===== src/rtl/maf_pkg.sv =====
// rtl/maf_pkg.sv - func encodings, FSM states and width default shared by the multiply-add family
package maf_pkg;

  localparam int DW_DEFAULT = 32;

  localparam logic [1:0] FUNC_MUL  = 2'b00;
  localparam logic [1:0] FUNC_ADD  = 2'b01;
  localparam logic [1:0] FUNC_MAF  = 2'b10;
  localparam logic [1:0] FUNC_PASS = 2'b11;

  typedef enum logic [1:0] {
    IDLE = 2'd0,
    SUB  = 2'd1,
    DIV  = 2'd2,
    DONE = 2'd3
  } maf_state_t;

endpackage


===== src/rtl/maf_inverse_if.sv =====
// rtl/maf_inverse_if.sv - request/result handshake bundle for maf_inverse
interface maf_inverse_if #(
  parameter int DW = maf_pkg::DW_DEFAULT
);
  logic            in_valid;
  logic            in_ready;
  logic [2*DW-1:0] R;
  logic [DW-1:0]   B;
  logic [DW-1:0]   C;
  logic [1:0]      func;
  logic            out_valid;
  logic            out_ready;
  logic [2*DW-1:0] Q;
  logic [DW-1:0]   REM;
  logic            borrow;
  logic            div_zero;

  modport master (
    output in_valid, R, B, C, func, out_ready,
    input  in_ready, out_valid, Q, REM, borrow, div_zero
  );

  modport slave (
    input  in_valid, R, B, C, func, out_ready,
    output in_ready, out_valid, Q, REM, borrow, div_zero
  );
endinterface


===== src/rtl/maf_inverse_div_step.sv =====
// rtl/maf_inverse_div_step.sv - one combinational restoring-division iteration
module div_step #(
  parameter int DW = 32
) (
  input  logic [DW-1:0] rem,
  input  logic          dbit,
  input  logic [DW-1:0] divisor,
  output logic [DW-1:0] rem_next,
  output logic          qbit
);
  logic [DW:0]   p;
  logic [DW-1:0] diff;

  assign p = {rem, dbit};
  // When p >= divisor the true difference is below divisor, so DW bits hold it exactly.
  assign diff     = p[DW-1:0] - divisor;
  assign qbit     = (p >= {1'b0, divisor});
  assign rem_next = qbit ? diff : p[DW-1:0];
endmodule


===== src/rtl/maf_inverse.sv =====
// rtl/maf_inverse.sv - recovers the operand of the multiply-add unit: Q/REM = (R - C') / B'
// MAF_INVERSE_EARLY_TERM_EN: finish trivial divides (D < B' or B' == 1) directly from SUB.
module maf_inverse
  import maf_pkg::*;
#(
  parameter int DW = DW_DEFAULT
) (
  input logic         clk,
  input logic         rst_n,
  maf_inverse_if.slave bus
);
  localparam int QW = 2 * DW;
  localparam int CW = $clog2(QW);

  maf_state_t    state, state_next;
  logic [QW-1:0] r_q, quo_q;
  logic [DW-1:0] b_q, c_q, rem_q;
  logic          no_div_q, borrow_q, dz_q;
  logic [CW-1:0] cnt_q;

  logic [QW-1:0] diff;
  logic          sub_borrow;
  logic [DW-1:0] step_rem;
  logic          step_qbit;
  logic          et_small, et_one;

  assign {sub_borrow, diff} = {1'b0, r_q} - {{(DW + 1){1'b0}}, c_q};

`ifdef MAF_INVERSE_EARLY_TERM_EN
  assign et_small = (diff < QW'(b_q));
  assign et_one   = (b_q == DW'(1));
`else
  assign et_small = 1'b0;
  assign et_one   = 1'b0;
`endif

  div_step #(.DW(DW)) u_step (
    .rem      (rem_q),
    .dbit     (quo_q[QW-1]),
    .divisor  (b_q),
    .rem_next (step_rem),
    .qbit     (step_qbit)
  );

  always_ff @(posedge clk or negedge rst_n) begin
    if (!rst_n) state <= IDLE;
    else        state <= state_next;
  end

  always_comb begin
    state_next = state;
    case (state)
      IDLE: if (bus.in_valid) state_next = SUB;
      SUB:  if (no_div_q || (b_q == '0) || et_small || et_one) state_next = DONE;
            else state_next = DIV;
      DIV:  if (cnt_q == CW'(QW - 1)) state_next = DONE;
      DONE: if (bus.out_ready) state_next = IDLE;
      default: state_next = IDLE;
    endcase
  end

  // quo_q doubles as the dividend shift register: dividend bits leave at the top
  // while quotient bits enter at the bottom.
  always_ff @(posedge clk or negedge rst_n) begin
    if (!rst_n) begin
      r_q      <= '0;
      b_q      <= '0;
      c_q      <= '0;
      no_div_q <= 1'b0;
      quo_q    <= '0;
      rem_q    <= '0;
      borrow_q <= 1'b0;
      dz_q     <= 1'b0;
      cnt_q    <= '0;
    end else begin
      case (state)
        IDLE: if (bus.in_valid) begin
          r_q      <= bus.R;
          no_div_q <= (bus.func == FUNC_ADD) || (bus.func == FUNC_PASS);
          b_q      <= ((bus.func == FUNC_ADD) || (bus.func == FUNC_PASS)) ? DW'(1) : bus.B;
          c_q      <= ((bus.func == FUNC_MUL) || (bus.func == FUNC_PASS)) ? '0 : bus.C;
        end
        SUB: begin
          borrow_q <= sub_borrow;
          dz_q     <= 1'b0;
          cnt_q    <= '0;
          if (no_div_q) begin
            quo_q <= diff;
            rem_q <= '0;
          end else if (b_q == '0) begin
            quo_q <= '1;
            rem_q <= diff[DW-1:0];
            dz_q  <= 1'b1;
          end else if (et_small) begin
            quo_q <= '0;
            rem_q <= diff[DW-1:0];
          end else begin
            quo_q <= diff;
            rem_q <= '0;
          end
        end
        DIV: begin
          quo_q <= {quo_q[QW-2:0], step_qbit};
          rem_q <= step_rem;
          cnt_q <= cnt_q + 1'b1;
        end
        default: ;
      endcase
    end
  end

  assign bus.in_ready  = (state == IDLE);
  assign bus.out_valid = (state == DONE);
  assign bus.Q         = quo_q;
  assign bus.REM       = rem_q;
  assign bus.borrow    = borrow_q;
  assign bus.div_zero  = dz_q;
endmodule


===== src/flat_wrapper.sv =====
// flat-port wrapper written by rule: the top's interface ports become plain ports
module maf_inverse_flat import maf_pkg::*;
#(
  parameter int DW = DW_DEFAULT
)
  (clk, rst_n, bus_in_valid, bus_R, bus_B, bus_C, bus_func, bus_out_ready, bus_in_ready, bus_out_valid, bus_Q, bus_REM, bus_borrow, bus_div_zero);
  maf_inverse_if #(.DW(DW)) bus_i ();
  input logic clk;
  input logic rst_n;
  input wire logic [$bits(bus_i.in_valid)-1:0] bus_in_valid;
  input wire logic [$bits(bus_i.R)-1:0] bus_R;
  input wire logic [$bits(bus_i.B)-1:0] bus_B;
  input wire logic [$bits(bus_i.C)-1:0] bus_C;
  input wire logic [$bits(bus_i.func)-1:0] bus_func;
  input wire logic [$bits(bus_i.out_ready)-1:0] bus_out_ready;
  output wire logic [$bits(bus_i.in_ready)-1:0] bus_in_ready;
  output wire logic [$bits(bus_i.out_valid)-1:0] bus_out_valid;
  output wire logic [$bits(bus_i.Q)-1:0] bus_Q;
  output wire logic [$bits(bus_i.REM)-1:0] bus_REM;
  output wire logic [$bits(bus_i.borrow)-1:0] bus_borrow;
  output wire logic [$bits(bus_i.div_zero)-1:0] bus_div_zero;
  assign bus_i.in_valid = bus_in_valid;
  assign bus_i.R = bus_R;
  assign bus_i.B = bus_B;
  assign bus_i.C = bus_C;
  assign bus_i.func = bus_func;
  assign bus_i.out_ready = bus_out_ready;
  assign bus_in_ready = bus_i.in_ready;
  assign bus_out_valid = bus_i.out_valid;
  assign bus_Q = bus_i.Q;
  assign bus_REM = bus_i.REM;
  assign bus_borrow = bus_i.borrow;
  assign bus_div_zero = bus_i.div_zero;
  maf_inverse #(.DW(DW)) u_core (.clk(clk), .rst_n(rst_n), .bus(bus_i));
endmodule

===== config.mk =====
export PLATFORM = sky130hd
export DESIGN_NAME = maf_inverse_flat
export DESIGN_NICKNAME = d
export VERILOG_FILES = /design/src/rtl/maf_pkg.sv /design/src/rtl/maf_inverse_if.sv /design/src/rtl/maf_inverse_div_step.sv /design/src/rtl/maf_inverse.sv /design/src/flat_wrapper.sv
export SDC_FILE = /design/constraint.sdc
export NUM_CORES = 1
export LEC_CHECK = 0
export BUFFER_PORTS_ARGS = -buffer_cell sky130_fd_sc_hd__buf_2
export CORE_AREA = 2 2 182 184
export DETAILED_ROUTE_END_ITERATION = 10
export DIE_AREA = 0 0 184 186
export GPL_TIMING_DRIVEN = 0
export HOLD_SLACK_MARGIN = 0.02
export PLACE_DENSITY_LB_ADDON = 0.08
export SYNTH_ARGS = -nofsm -noshare
export SYNTH_HDL_FRONTEND = slang
export SYNTH_SLANG_ARGS = --single-unit

===== constraint.sdc =====
create_clock -name clk -period 3.5 [get_ports clk]
set_input_delay 0.7 -clock clk [delete_from_list [all_inputs] [get_ports clk]]
set_output_delay 0.7 -clock clk [all_outputs]
set_load 0.03 [all_outputs]

### Yosys cells after proc, flatten, opt, wreduce, memory -nomap -nowiden

Cells that the tools add are included.

| word-level totals | value |
|---|---|
| bits in registers | 235 |
| input port bits | 134 |
| output and inout bits | 100 |
| logic and storage cells | 49 |

| cells by class | value |
|---|---|
| add/subtract/negate cells | 3 |
| magnitude comparators | 1 |
| equal/unequal tests | 9 |
| mux-type cells | 17 |
| reduce and logical (&&, ||, !) cells | 9 |

Operators with widths:

| operator | count |
|---|---|
| 32-bit two-way mux | 5 |
| 64-bit two-way mux | 2 |
| 64-bit one-hot mux with 2 select lines | 1 |
| 64-bit by 32-bit subtractor with 65-bit output | 1 |
| 32-bit one-hot mux with 2 select lines | 1 |
| 33-bit by 32-bit >= comparator with 1-bit output | 1 |
| 32-bit zero test | 1 |
| 32-bit subtractor | 1 |
| 6-bit one-hot mux with 2 select lines | 1 |
| 2-bit one-hot mux with 4 select lines | 1 |
| 6-bit by 1-bit adder with 6-bit output, second input constant | 1 |
| 2-bit == test, second input constant | 3 |
| 6-bit == test, second input constant | 1 |
| 2-bit two-way mux | 3 |
| 2-bit by 1-bit == test with 1-bit output, second input constant | 2 |
| 2-bit zero test | 2 |
| 2-bit inequality test, second input constant | 2 |
| 1-bit logical OR | 3 |
| 1-bit two-way mux | 3 |
| 3-bit AND reduction | 1 |
| 2-bit by 1-bit inequality test with 1-bit output, second input constant | 1 |
| 2-bit AND reduction | 1 |
| 2-bit nonzero test | 1 |

### Depth between registers and ports, before layout

Gate-level depths: netlist of the first run.

| depth | value |
|---|---|
| depth in word-level cells | 4 |
| gate-level depth with buffers | 14 |
| depth with buffers taken out | 13 |

### Modules after synthesis

Synthesis of the first run repeated with hierarchy kept, for this count alone.

| second synthesis, totals | value |
|---|---|
| cells, all modules | 1,664 |
| area total of the unflattened synthesis | 15,010.6 um2 |

By module, submodules not included:

| module | times used | cells an instance | area each (um2) | sequential area each (um2) |
|---|---|---|---|---|
| maf_inverse | 1 | 1,341 | 12,679.7 | 5,880.6 |
| div_step | 1 | 323 | 2,331.0 | 0.0 |

### Least setup slack after synthesis of the first run

OpenSTA, ideal clock, no wires.

| timing path | value |
|---|---|
| path type | register -> register |
| from | register u_core.r_q[48] |
| to | register u_core.quo_q[63], in the netlist u_core.bus.Q[63] |
| arrival time | 3,357 ps |
| path slack | 65 ps |
| stages on the path, launching flop included | 11 |
| buffers on the path | 0 |
| clock period less this slack | 3,435 ps |
| cell sequence | dfrtp_1 > nor4_2 > or3b_1 > or4_1 > or2_1 > or4_1 > or2_1 > or3_1 > or4_1 > xor2_1 > a21oi_1 |

| between the ends | value |
|---|---|
| cells in the longest elaborated chain, start to end | 4 |

Ends and longest elaborated chain:

| element | RTL line | source |
|---|---|---|
| start, declared | maf_inverse.sv:16 | `logic [QW-1:0] r_q, quo_q;` |
| start signal, assigned | maf_inverse.sv:78 | `r_q <= bus.R;` |
| 64-bit by 32-bit subtractor with 65-bit output (*) | maf_inverse.sv:27 | `assign {sub_borrow, diff} = {1'b0, r_q} - {{(DW + 1){1'b0}}, c_q};` |
| 64-bit two-way mux | maf_inverse.sv:90 | `end else if (b_q == '0) begin` |
| 64-bit two-way mux (*) | maf_inverse.sv:87 | `if (no_div_q) begin` |
| 64-bit one-hot mux with 2 select lines (*) | maf_inverse.sv:76 | `case (state)` |
| end signal, assigned | maf_inverse.sv:88 | `quo_q <= diff;` |
| end signal, assigned | maf_inverse.sv:98 | `quo_q <= diff;` |
| end signal, assigned | maf_inverse.sv:103 | `quo_q <= {quo_q[QW-2:0], step_qbit};` |
| end, declared | maf_inverse.sv:16 |  |

Every way passes the cells marked *; elsewhere a longest branch is shown, timed or not.
A chain may end at the register's enable or synchronous reset.

### Worst setup path after layout of the first run

| timing path | value |
|---|---|
| from | register u_core.r_q[50] |
| to | register u_core.quo_q[63], in the netlist u_core.bus.Q[63] |

The elaborated chain is that of the path after synthesis.

==> results.cfg, run 1 <==
[logic_synthesis]
yosysTopAreaCellShare_pct = 41.2
yosys-top-cells-area = dfrtp_1 (41%), ha_1 (6.3%), mux2_2 (5.7%), a21oi_1 (4.2%), o21ai_0 (3.5%)
synth_edf_count = 0
syn-num-nets = 1767
synth_area_per_cell_sq_um = 9.15
ys_seq_area_share_pct = 41.2
ys_ff_latch = 235
synth_cells = 1559
synth.cell_area_sq_um = 14300
ys_async_sr_fraction_pct = 100
synth_warnings = 0
ys_types = 71
synth_ff_type = dfrtp_1
yosysTopAreaCell = dfrtp_1

[drt]
drt_iter0_drc = 911
avgRoutedWirePerCell_um = 19.9
vias_per_cell = 5.62
drt-total-wl_um = 45000
drc_errors = 0
dr_total_vias = 12731
first_pass_iters = 6
drtAntennaViolNets = 0

[clock_tree]
clock-sinks = 235
numCtsBuffers = 28
ctsLongestPathBuffers = 3
cts_tree = built
clk_pin_slew_ns = 0.06
root_buffer = clkbuf_16
insertion_delay_ns = 0.56
htree_levels = 1

[timing]
maxSlewHeadroom_pct = 29.7
rsz0062_at_grt = yes
tightestPinTransition_ns = 1.05
hold_ws_ns = 0.362
layout_setup_ws_ns = -0.120
hold_viol = 0
min_period_ns = 3.62
fmax_mhz = 276
slew_violations = 0
period_share_pct = 103
fin_skew_ns = 0.0168
finalSetupViolCount = 1

[placement]
pre_cts_ws_ns = -1.00
portBuffers = 233
dp_hpwl_um = 34600
gp_congestion = 0.880
placed_area_sq_um = 16000

[global_route]
grt_pass1_wl_um = 69000
grt_pass1_vias = 12120
overflow = 0
track_usage_pct = 26.0
grt_antenna_before_repair = 0
grt_max_degree = 119

[finish]
finalInstanceArea_sq_um = 17300
area_delta_synth_final_pct = 21.4
fin_util_pct = 53.8
diodes = 0
drive_above_1_share_pct = 22.3
nets = 2047
fill_cells = 3095

[setup_path]
crit_fanout = 2
start_kind = flop
critPathCaptureType = flop
worstSetupPathType = flop to flop
cp.required_ns = 3.91
cp.arrival_ns = 4.03

[run_status]
status = finished with violations
violations = setup timing

[die]
ios = 234
die_x_um = 184
start_util_pct = 44.3
core_area_sq_um = 32200
die_area_sq_um = 34200
fp.dieH_um = 186
placementRows = 66

[job]
drv_cap = 0

[worst_hold_path]
hold_class = primary input to flop
==> per-layer routing <==
| layer | vias to the layer above | GRT usage, % | share of wire, % |
|---|---|---|---|
| met3 | 70 | 4.93 | 7.0 |
| met4 | 0 | 8.22 | 3.1 |
| met1 | 6120 | 37.7 | 47 |
| li1 | 6161 | - | - |
| met5 | - | 0 | 0 |
| met2 | 380 | 39.0 | 43 |
==> layout by cell type (no fill, tap or decap), types with 44 or more instances in the layout <==
cell / count
dfrtp_1: 233
buf_2: 232
nand2_1: 126
a21oi_1: 118
inv_1: 113
o21ai_0: 100
nor2_1: 90
clkbuf_1: 74
mux2_2: 72
ha_1: 71
xnor2_1: 44
==> path summary, 6_finish.rpt <==
check / from / to / slack (ns) / cells past startpoint
max: u_core.r_q[50]$_DFFE_PN0P_ / u_core.bus.Q[63]$_DFFE_PN0P_ / -0.12 / 10
min: bus_B[24] / u_core.b_q[24]$_DFFE_PN0P_ / 0.36 / 2
max reg2reg: u_core.r_q[50]$_DFFE_PN0P_ / u_core.bus.Q[63]$_DFFE_PN0P_ / -0.12 / 10
min reg2reg: u_core.c_q[21]$_DFFE_PN0P_ / u_core.c_q[21]$_DFFE_PN0P_ / 0.48 / 2
max in group asynchronous: rst_n / u_core.r_q[47]$_DFFE_PN0P_ / 2.15 / 3
min in group asynchronous: rst_n / u_core.b_q[5]$_DFFE_PN0P_ / 0.55 / 2
==> cells in the mapped netlist (4+ instances only) <==
cell type	number
o21bai_1	8
a22o_1	32
nand2_1	126
mux2i_1	7
nor2_1	92
a41oi_1	5
ha_1	72
nor2b_1	9
and3_1	10
o21ai_0	100
nor3_1	12
a211oi_1	4
nor4_1	16
clkbuf_1	77
and4_1	4
nand2b_1	43
o211ai_1	7
nand4_1	23
a21o_1	28
or4_1	6
buf_1	7
xnor2_1	44
dfrtp_1	235
and2_1	4
o21ai_1	41
a21oi_1	120
xor2_1	41
a211o_1	5
nand3b_1	4
nand3_1	29
o21a_1	8
a221oi_1	21
inv_1	113
or3_1	36
o221ai_1	22
mux2_2	72
a31oi_1	16
a22oi_1	6
==> per-stage QoR <==
| stage | cells | setup TNS, ns |
|---|---|---|
| floorplan | 1559 | 0 |
| global placement | 2200 | -655.20 |
| detailed placement | 2202 | -25.69 |
| CTS | 2261 | -0.173 |
| global route | 2267 | -0.294 |
| finish | 2267 | -0.120 |
==> logic make-up after synthesis <==
| group | synth area share (%) |
|---|---|
| compound gates | 20.3 |
| xor+xnor | 5.22 |
| fa+ha+maj | 6.60 |
| buf+inv | 5.29 |
| flops | 41.2 |
| mux | 6.41 |
| simple gates | 15.0 |
==> layout make-up <==
cell class / count / area, sq um / area share [%]
tap: 408 / 510 / 2.95
buffer: 83 / 325 / 1.88
multi-input combinational: 1124 / 7810 / 45.1
clock buffer: 38 / 808 / 4.67
sequential: 235 / 5880 / 34.0
timing repair buffer: 252 / 1370 / 7.88
clock inverter: 12 / 186 / 1.08
inverter: 115 / 432 / 2.49
==> sequential cells by signal, summed over array words and instances, names as in the netlist <==
register and flops:
u_core.cnt_q 6, u_core.r_q 64, u_core.c_q 32, u_core.no_div_q 1, u_core.b_q 32, u_core.bus.borrow 1, u_core.bus.Q 64, u_core.bus.div_zero 1
u_core.state 2, u_core.bus.REM 32
==> critical path, cell delays in order (launching register included) <==
cell and delay, ns:
dfrtp_1 0.41, nor4_4 0.31, or3b_4 0.42, or4_4 0.43
or2_4 0.25, or4_4 0.42, or2_4 0.25, or3_4 0.34
or4_4 0.42, xor2_1 0.15, a21oi_1 0.08
==> what timing repair did <==
item / in CTS / in global routing
gates resized for setup: 22 / 20
buffers inserted: 8 / 8
setup endpoints to repair: 51 / 41
hold buffers: 1 / 0
pin swaps: 5 / 9
hold endpoints to repair: 9 / 0
Power of run 1 is left out: the tool's default activity adds up to more than one toggle a clock period on the data nets, which glitch-free logic cannot reach.
==> run 2: changes to the inputs <==
--- a/config.mk
+++ b/config.mk
@@ -5,6 +5,7 @@
 export SDC_FILE = /design/constraint.sdc
 export NUM_CORES = 1
 export LEC_CHECK = 0
+export ABC_CLOCK_PERIOD_IN_PS = 3500
 export BUFFER_PORTS_ARGS = -buffer_cell sky130_fd_sc_hd__buf_2
 export CORE_AREA = 2 2 182 184
 export DETAILED_ROUTE_END_ITERATION = 10
@@ -12,6 +13,7 @@
 export GPL_TIMING_DRIVEN = 0
 export HOLD_SLACK_MARGIN = 0.02
 export PLACE_DENSITY_LB_ADDON = 0.08
+export RECOVER_POWER = 50
 export SYNTH_ARGS = -nofsm -noshare
 export SYNTH_HDL_FRONTEND = slang
 export SYNTH_SLANG_ARGS = --single-unit
==> results.cfg, run 2 (synthesis gave the netlist of run 1 again) <==
[finish]
drive_above_1_share_pct = 19.7
area_delta_synth_final_pct = 20.6
finalInstanceArea_sq_um = 17200
final_cell_mix = dfrtp_1 (233), buf_2 (185), nand2_1 (126), clkbuf_1 (122), a21oi_1 (118)
layout_commonest_cell = dfrtp_1
fill_cells = 3124
nets = 2047

[drt]
vias_per_cell = 5.62
drt-total-wl_um = 45100
first_pass_iters = 7
avgRoutedWirePerCell_um = 19.9
drtAntennaViolNets = 0
dr_total_vias = 12747
drc_errors = 0
drt_iter0_drc = 849

[timing]
slew_violations = 223
fin_setup_tns_ns = -0.117
hold_viol = 0
fmax_mhz = 276
maxSlewHeadroom_pct = -9.75
min_period_ns = 3.62
layout_setup_ws_ns = -0.117
fin_skew_ns = 0.0169
tightestPinTransition_ns = 1.65
rsz0062_at_grt = yes
period_share_pct = 103
finalSetupViolCount = 1

[setup_path]
cp_common_cell = or4_4
critPathMaxStageDelay_ns = 0.43
r2r_cells = 10
reg2reg_to = u_core.bus.Q[63]$_DFFE_PN0P_
cp.required_ns = 3.91
cp.arrival_ns = 4.03
crit_fanout = 2
path_cells = nor4_4 -> or3b_4 -> or4_4 -> or2_4 -> or4_4 -> or2_4 -> or3_4 -> or4_4 -> xor2_1 -> a21oi_1
critPathCaptureType = flop
r2r_start = u_core.r_q[50]$_DFFE_PN0P_
worstSetupPathType = flop to flop
crit_slowest_cell = or4_4
reg2reg_slack_ns = -0.12
start_kind = flop

[run_status]
status = finished with violations
violations = capacitance limit, slew limit, setup timing

[clock_tree]
htree_levels = 1
clock-sinks = 235
ctsLongestPathBuffers = 3
numCtsBuffers = 28
cts_tree = built
insertion_delay_ns = 0.56
clk_pin_slew_ns = 0.06
root_buffer = clkbuf_16

[worst_hold_path]
holdPathStages = 2
whs_endpoint = u_core.b_q[24]$_DFFE_PN0P_
hold_class = primary input to flop
hp-start = bus_B[24]

[placement]
pre_cts_ws_ns = -1.00
gp_congestion = 0.880
portBuffers = 233
placed_area_sq_um = 16000
dp_hpwl_um = 34600

[global_route]
grt_pass1_vias = 12120
overflow = 0
grt_max_degree = 119
grt_antenna_before_repair = 0
track_usage_pct = 26.0
grt_pass1_wl_um = 69000

[die]
die_x_um = 184
start_util_pct = 44.3
ios = 234
die_area_sq_um = 34200
placementRows = 66
fp.dieH_um = 186
core_area_sq_um = 32200

[job]
drv_cap = 1
-- run 2: layer usage --
| layer | routed length [um] | part of all wire, % | global-route usage [%] | vias to the layer above |
|---|---|---|---|---|
| li1 | - | - | - | 6166 |
| met1 | 21400 | 47 | 37.7 | 6130 |
| met2 | 19300 | 43 | 39.0 | 381 |
| met3 | 3050 | 6.7 | 4.93 | 70 |
| met4 | 1400 | 3.1 | 8.22 | 0 |
| met5 | 0 | 0 | 0 | - |
-- run 2: through the flow --
| step | hold slack (ns) | util (%) | instances |
|---|---|---|---|
| after detailed placement | 0.471 | 49.7 | 2202 |
| after global routing | 0.362 | 53.4 | 2267 |
| after floorplan | 0.404 | - | 1559 |
| after CTS | 0.349 | 53.3 | 2261 |
| after global placement | 0.461 | 49.5 | 2200 |
| final | 0.363 | 53.4 | 2268 |
-- run 2: worst max-delay path: cells and delay by family (launching register included) --
| family | cells | cell delay [ns] |
|---|---|---|
| flip-flops | 1 | 0.41 |
| AO/OA/AOI/OAI | 1 | 0.08 |
| AND/OR/NAND/NOR | 8 | 2.84 |
| XOR/XNOR | 1 | 0.15 |
-- run 2: what timing repair did --
| action | CTS | global route |
|---|---|---|
| resized for setup | 22 | 20 |
| pin swaps | 5 | 9 |
| hold endpoints to repair | 9 | 0 |
| hold buffers | 1 | 0 |
| setup endpoints to repair | 51 | 41 |
| buffers inserted | 8 | 8 |
-- run 2: final cells by class --
class	count	area (sq um)	area share (%)
multi-input cells	1124	7810	45.4
flip-flops and latches	235	5880	34.2
repair buffers	252	1250	7.29
clock buffers	38	808	4.70
well taps	408	510	2.97
inverters	115	432	2.51
plain buffers	83	325	1.89
clock inverters	12	186	1.08
diodes	1	2.50	0.0145
-- run 2: worst max-delay path by stage --
stage	start	end	slack, ns	cells past startpoint
global route	u_core.r_q[48]$_DFFE_PN0P_	u_core.bus.Q[63]$_DFFE_PN0P_	-0.21	10
finish	u_core.r_q[50]$_DFFE_PN0P_	u_core.bus.Q[63]$_DFFE_PN0P_	-0.12	10
global placement	rst_n	u_core.c_q[28]$_DFFE_PN0P_	-2.64	1
detailed placement	u_core.c_q[16]$_DFFE_PN0P_	u_core.bus.Q[43]$_DFFE_PN0P_	-1.00	12
floorplan	u_core.r_q[48]$_DFFE_PN0P_	u_core.bus.Q[63]$_DFFE_PN0P_	0.07	10
CTS	u_core.r_q[47]$_DFFE_PN0P_	u_core.bus.Q[63]$_DFFE_PN0P_	-0.17	10
Power of run 2 is left out for the same reason.
